### src/rtl/vga_sync_gen.sv
// VGA raster timing generator: pixel clock-enable, position counters, syncs and strobes.
// Optional frame-locked motion tick is built when VGA_MOVE_TICK_EN is defined.
module vga_sync_gen #(
  parameter int H_ACTIVE        = 640,
  parameter int H_FRONT         = 16,
  parameter int H_SYNC          = 96,
  parameter int H_BACK          = 48,
  parameter int V_ACTIVE        = 480,
  parameter int V_FRONT         = 10,
  parameter int V_SYNC          = 2,
  parameter int V_BACK          = 33,
  parameter int CLK_DIV         = 2,
  parameter int SYNC_ACTIVE_LOW = 1,
  parameter int MOVE_DIV        = 1
) (
  input  logic       clk,
  input  logic       rst_n,
  output logic       pix_en,
  output logic [9:0] counter_x,
  output logic [9:0] counter_y,
  output logic       hsync,
  output logic       vsync,
  output logic       display_en,
  output logic       line_start,
  output logic       frame_start,
  output logic       move_tick
);

  localparam int H_TOTAL = H_ACTIVE + H_FRONT + H_SYNC + H_BACK;
  localparam int V_TOTAL = V_ACTIVE + V_FRONT + V_SYNC + V_BACK;
  localparam int DIV_W   = (CLK_DIV > 1) ? $clog2(CLK_DIV) : 1;

  localparam logic [DIV_W-1:0] DIV_LAST = DIV_W'(CLK_DIV - 1);
  localparam logic [DIV_W-1:0] DIV_ZERO = DIV_W'(0);
  localparam logic [DIV_W-1:0] DIV_ONE  = DIV_W'(1);

  localparam logic [9:0] X_LAST   = 10'(H_TOTAL - 1);
  localparam logic [9:0] Y_LAST   = 10'(V_TOTAL - 1);
  localparam logic [9:0] X_VIS    = 10'(H_ACTIVE);
  localparam logic [9:0] Y_VIS    = 10'(V_ACTIVE);
  localparam logic [9:0] HS_FIRST = 10'(H_ACTIVE + H_FRONT);
  localparam logic [9:0] HS_LAST  = 10'(H_ACTIVE + H_FRONT + H_SYNC - 1);
  localparam logic [9:0] VS_FIRST = 10'(V_ACTIVE + V_FRONT);
  localparam logic [9:0] VS_LAST  = 10'(V_ACTIVE + V_FRONT + V_SYNC - 1);

  localparam logic SYNC_ON  = (SYNC_ACTIVE_LOW != 0) ? 1'b0 : 1'b1;
  localparam logic SYNC_OFF = ~SYNC_ON;

  // Reject geometries the 10-bit counters or 8-bit frame counter cannot express.
  if (CLK_DIV < 1 || MOVE_DIV < 1 || MOVE_DIV > 255 || H_TOTAL > 1024 || V_TOTAL > 1024) begin : g_bad_cfg
    $error("vga_sync_gen: unsupported parameter combination");
  end

  logic [DIV_W-1:0] div_r;
  logic [DIV_W-1:0] div_nxt_s;
  logic [9:0]       counter_x_r;
  logic [9:0]       counter_y_r;
  logic [9:0]       nx_s;
  logic [9:0]       ny_s;
  logic             adv_s;
  logic             hs_on_s;
  logic             vs_on_s;
  logic             de_s;
  logic             line_s;
  logic             frame_s;
  logic             pix_en_r;
  logic             hsync_r;
  logic             vsync_r;
  logic             display_en_r;
  logic             line_start_r;
  logic             frame_start_r;
  logic             move_tick_r;
  logic             move_hit_s;

  // Next divider value and next raster position; all outputs are decoded from the next position.
  always_comb begin
    adv_s     = (div_r == DIV_LAST);
    div_nxt_s = div_r + DIV_ONE;
    nx_s      = counter_x_r;
    ny_s      = counter_y_r;
    if (adv_s) begin
      div_nxt_s = DIV_ZERO;
      if (counter_x_r == X_LAST) begin
        nx_s = 10'd0;
        if (counter_y_r == Y_LAST) begin
          ny_s = 10'd0;
        end else begin
          ny_s = counter_y_r + 10'd1;
        end
      end else begin
        nx_s = counter_x_r + 10'd1;
        ny_s = counter_y_r;
      end
    end else begin
      nx_s = counter_x_r;
      ny_s = counter_y_r;
    end
  end

  // Region and strobe decode of the next position.
  always_comb begin
    hs_on_s = (nx_s >= HS_FIRST) && (nx_s <= HS_LAST);
    vs_on_s = (ny_s >= VS_FIRST) && (ny_s <= VS_LAST);
    de_s    = (nx_s < X_VIS) && (ny_s < Y_VIS);
    line_s  = adv_s && (nx_s == 10'd0);
    frame_s = line_s && (ny_s == 10'd0);
  end

  // Divider, position and output registers.
  always_ff @(posedge clk or negedge rst_n) begin
    if (!rst_n) begin
      div_r         <= DIV_ZERO;
      counter_x_r   <= X_LAST;
      counter_y_r   <= Y_LAST;
      pix_en_r      <= 1'b0;
      hsync_r       <= SYNC_OFF;
      vsync_r       <= SYNC_OFF;
      display_en_r  <= 1'b0;
      line_start_r  <= 1'b0;
      frame_start_r <= 1'b0;
    end else begin
      div_r         <= div_nxt_s;
      counter_x_r   <= nx_s;
      counter_y_r   <= ny_s;
      pix_en_r      <= adv_s;
      hsync_r       <= hs_on_s ? SYNC_ON : SYNC_OFF;
      vsync_r       <= vs_on_s ? SYNC_ON : SYNC_OFF;
      display_en_r  <= de_s;
      line_start_r  <= line_s;
      frame_start_r <= frame_s;
    end
  end

`ifdef VGA_MOVE_TICK_EN
  localparam logic [7:0] MOVE_LAST = 8'(MOVE_DIV - 1);

  logic [7:0] frame_cnt_r;

  // Motion tick fires on the frame_start that completes a group of MOVE_DIV frames.
  always_comb begin
    move_hit_s = frame_s && (frame_cnt_r == MOVE_LAST);
  end

  // Frame counter restarts whenever a motion tick is issued.
  always_ff @(posedge clk or negedge rst_n) begin
    if (!rst_n) begin
      frame_cnt_r <= 8'd0;
    end else if (move_hit_s) begin
      frame_cnt_r <= 8'd0;
    end else if (frame_s) begin
      frame_cnt_r <= frame_cnt_r + 8'd1;
    end else begin
      frame_cnt_r <= frame_cnt_r;
    end
  end
`else
  assign move_hit_s = 1'b0;
`endif

  // Motion tick register, aligned with frame_start.
  always_ff @(posedge clk or negedge rst_n) begin
    if (!rst_n) begin
      move_tick_r <= 1'b0;
    end else begin
      move_tick_r <= move_hit_s;
    end
  end

  assign pix_en      = pix_en_r;
  assign counter_x   = counter_x_r;
  assign counter_y   = counter_y_r;
  assign hsync       = hsync_r;
  assign vsync       = vsync_r;
  assign display_en  = display_en_r;
  assign line_start  = line_start_r;
  assign frame_start = frame_start_r;
  assign move_tick   = move_tick_r;

endmodule
### config.mk
export PLATFORM = sky130hd
export DESIGN_NAME = vga_sync_gen
export DESIGN_NICKNAME = d
export VERILOG_FILES = /design/src/rtl/vga_sync_gen.sv
export SDC_FILE = /design/constraint.sdc
export NUM_CORES = 1
export LEC_CHECK = 0
export CAP_MARGIN = 20
export CORE_AREA = 2 2 58 60
export DETAILED_ROUTE_END_ITERATION = 8
export DIE_AREA = 0 0 60 62
export GPL_TIMING_DRIVEN = 0
export PLACE_DENSITY = 0.77
export SETUP_SLACK_MARGIN = 0.4
export SYNTH_ARGS = -nofsm -noshare
export SYNTH_HDL_FRONTEND = slang
export SYNTH_SLANG_ARGS = --single-unit
### constraint.sdc
create_clock -name clk -period 3.6 [get_ports clk]
set_clock_uncertainty 0.2 [all_clocks]
set_input_delay 0.72 -clock clk [delete_from_list [all_inputs] [get_ports clk]]
set_output_delay 0.72 -clock clk [all_outputs]
set_load 0.03 [all_outputs]
==> impl_metrics.env <==
export IMPL_final_hold_viol_count=0
export IMPL_grt_pass1_wl_um=5770
export IMPL_clk_latency_ps=320
export IMPL_grt_pass1_vias=1250
export IMPL_top_usage_layer="met2"
export IMPL_ir_drop_uv=127
export IMPL_post_cts_buffers=0
export IMPL_die_height_um=62
export IMPL_path_delay_family="simple AND/OR/NAND/NOR gates"
export IMPL_ys_async_sr_fraction_pct=100
export IMPL_cp_num_buf_inv=3
export IMPL_finalWirelength_um=3460
export IMPL_p_leak_nw=0.810
export IMPL_clock_sinks=27
export IMPL_floorplan_initialDensity_pct=48.1
export IMPL_cap_violations=0
export IMPL_first_pass_iters=4
export IMPL_globalRouteMet3Util_pct=2.69
export IMPL_critPathRequiredTime_ps=3630
export IMPL_outcome="finished clean"
export IMPL_seqCellArea_um2=691
export IMPL_critical_path_endpoint_type="flop"
export IMPL_critPathLaunch="counter_x[0]$_DFF_PN1_"
export IMPL_grt_overflow_total=0
export IMPL_drtIter0Drc=79
export IMPL_synth_edf_count=0
export IMPL_tns_ps=0
export IMPL_endpoint="frame_start$_DFF_PN0_"
export IMPL_startpoint_type="flop"
export IMPL_worst_r2r_path_depth=9
export IMPL_multiInputGateArea_um2=766
export IMPL_antenna_left=0
export IMPL_via_count=1295
export IMPL_antenna_found_initial=0
export IMPL_syn_inst=158
export IMPL_met2_usage_pct=36.5
export IMPL_cts_resized=1
export IMPL_finish_net_count=196
export IMPL_n_fill_cell=278
export IMPL_period_needed_ps=3060
export IMPL_ios=29
export IMPL_worstPathArrival_ps=3080
export IMPL_root_buffer="clkbuf_4"
export IMPL_rsz0062_at_grt="no"
export IMPL_drc_errors=0
export IMPL_synth_flop_cell="dfrtp_1"
export IMPL_synth_nets=163
export IMPL_hold_path_class="flop to flop"
export IMPL_cp_depth=9
export IMPL_gp_congestion=0.881
export IMPL_min_path_cells=0
export IMPL_dpl_hpwl_um=2660
export IMPL_grt_max_degree=17
export IMPL_rows=21
export IMPL_crit_fanout=9
export IMPL_vias_per_cell=5.49
export IMPL_hold_worst_slack_ps=190
export IMPL_htreeDepth=1
export IMPL_diodes=0
export IMPL_avgSynthCellArea_um2=9.68
export IMPL_yosys_area_top_type_share_pct=24.5
export IMPL_routedWlPerCell_um=14.7
export IMPL_synthToLayoutAreaGrowth_pct=26.6
export IMPL_period_share_pct=84.9
export IMPL_final_util_pct=60.9
export IMPL_finalSetupViolations=0
export IMPL_r2r_slack_ps=540
export IMPL_dieWidth_um=60
export IMPL_drv_slew=0
export IMPL_crit_slowest_cell="dfstp_2"
export IMPL_io_buffers=27
export IMPL_worst_pin_slew_ps=682
export IMPL_syn_area_um2=1530
export IMPL_power_density_nw_per_um2=231
export IMPL_core_area_um2=3180
export IMPL_synth_area_leaders="dfrtp_1 (25%), dfstp_2 (21%), xnor2_1 (4.0%)"
export IMPL_cts_buffers=3
export IMPL_clk_pin_slew_ps=150
export IMPL_ctsHoldBuffers=0
export IMPL_fmax_ghz=0.327
export IMPL_max_stage_delay_ps=620
export IMPL_crit_type="flop to flop"
export IMPL_use_met1_pct=26.1
export IMPL_cts_tree="yes"
export IMPL_rr_endpoint="frame_start$_DFF_PN0_"
export IMPL_ys_seq_elements=27
export IMPL_worstPathCellList="ha_1, buf_2, inv_1, or4_4, buf_6, or3_4, xor2_4, nand3_1, nor4_2"
export IMPL_r2r_start="counter_x[0]$_DFF_PN1_"
export IMPL_synth_top_area_cell="dfrtp_1"
export IMPL_synth_distinct_cells=42
export IMPL_clk_path_buf_depth=2
export IMPL_die_area_um2=3720
export IMPL_final_layout_size_suffix_gt1_share_pct=19.5
export IMPL_synth_warnings=0
export IMPL_max_slew_margin_pct=54.2
export IMPL_synth_yosys_seq_area_share_pct=45.1
export IMPL_track_usage_pct=20.9
cell usage in the layout, fill, tap and decap left out, types with 2 or more instances in the layout:
cell / count
a31oi_1: 2
o31ai_1: 2
buf_2: 4
dfrtp_1: 15
xor2_1: 5
ha_1: 3
nor3_1: 4
nand4b_1: 2
a21oi_1: 2
nor2b_1: 2
a211oi_1: 4
mux2_2: 3
or3_4: 2
nand3b_1: 2
nand3_1: 7
nor2_1: 10
and4_1: 2
nand2_1: 13
clkbuf_4: 3
clkbuf_1: 3
xnor2_1: 7
clkdlybuf4s50_1: 27
and3_1: 3
nand4_1: 7
dfstp_2: 12
inv_1: 14
nor4_2: 3
o21ai_0: 10
how the worst min path moves through the flow:
stage / start / to / slack [ps]
after floorplan: adv_s$_DFF_PN0_ / pix_en$_DFF_PN0_ / 150
after global placement: adv_s$_DFF_PN0_ / pix_en$_DFF_PN0_ / 150
after detailed placement: adv_s$_DFF_PN0_ / pix_en$_DFF_PN0_ / 160
after CTS: adv_s$_DFF_PN0_ / pix_en$_DFF_PN0_ / 190
after global routing: adv_s$_DFF_PN0_ / pix_en$_DFF_PN0_ / 210
final: adv_s$_DFF_PN0_ / pix_en$_DFF_PN0_ / 190
flip-flops by register name, indices dropped and copies added, names as in the netlist:
name / count
adv_s: 1
counter_x: 10
counter_y: 10
display_en: 1
frame_start: 1
hsync: 1
line_start: 1
pix_en: 1
vsync: 1
cells by family (layout without fill, tap and decap cells):
group / count (synthesis) / count (layout) / share of synthesized area (%)
buffers and inverters: 22 / 54 / 6.38
DFF: 27 / 27 / 45.1
and+or+nand+nor: 64 / 64 / 25.0
xor gates and xnor gates: 13 / 13 / 7.93
muxes: 4 / 4 / 2.86
adders and majority gates: 3 / 3 / 2.45
AOI/OAI and AO/OA: 24 / 24 / 9.98
other: 1 / 1 / 0.245
stage by stage:
| step | power, mW | cells | area (µm²) | setup WS [ps] |
|---|---|---|---|---|
| 5_1_grt | 0.467 | 236 | 1940 | 391 |
| 2_1_floorplan | 0.311 | 158 | 1530 | 566 |
| 6_report | 0.448 | 236 | 1940 | 544 |
| 4_1_cts | 0.457 | 236 | 1910 | 459 |
| 3_5_place_dp | 0.322 | 232 | 1890 | 320 |
| 3_3_place_gp | 0.318 | 231 | 1860 | 388 |
power breakdown:
group	internal [mW]	switching (mW)
clock network	0.0433	0.0877
registers	0.304	0
logic	0.00468	0.00781
Yosys cell counts, drive strengths merged (3+ instances only):
cell    number
xnor2        7
a211oi       4
clkbuf       3
o21ai       10
and3         3
xor2         6
mux2         3
nand4        7
dfstp       12
inv         14
nor2        10
nor4         5
ha           3
nor3         4
dfrtp       15
buf          5
nand2       13
nand3        7
final cells by class:
type | count | area share [%]
Tap cell | 46 | 2.97
Sequential cell | 27 | 35.7
Clock buffer | 4 | 1.36
Buffer | 8 | 2.39
Timing Repair Buffer | 28 | 15.4
Inverter | 14 | 2.71
Multi-Input combinational cell | 109 | 39.5
routing by layer:
| layer | share of wire (%) | up-vias | wire, µm |
|---|---|---|---|
| li1 | - | 619 | - |
| met1 | 44 | 633 | 1540 |
| met2 | 51 | 35 | 1760 |
| met3 | 3.0 | 8 | 105 |
| met4 | 1.6 | 0 | 57 |
| met5 | 0 | - | 0 |
(Power assumes the default switching activity.)
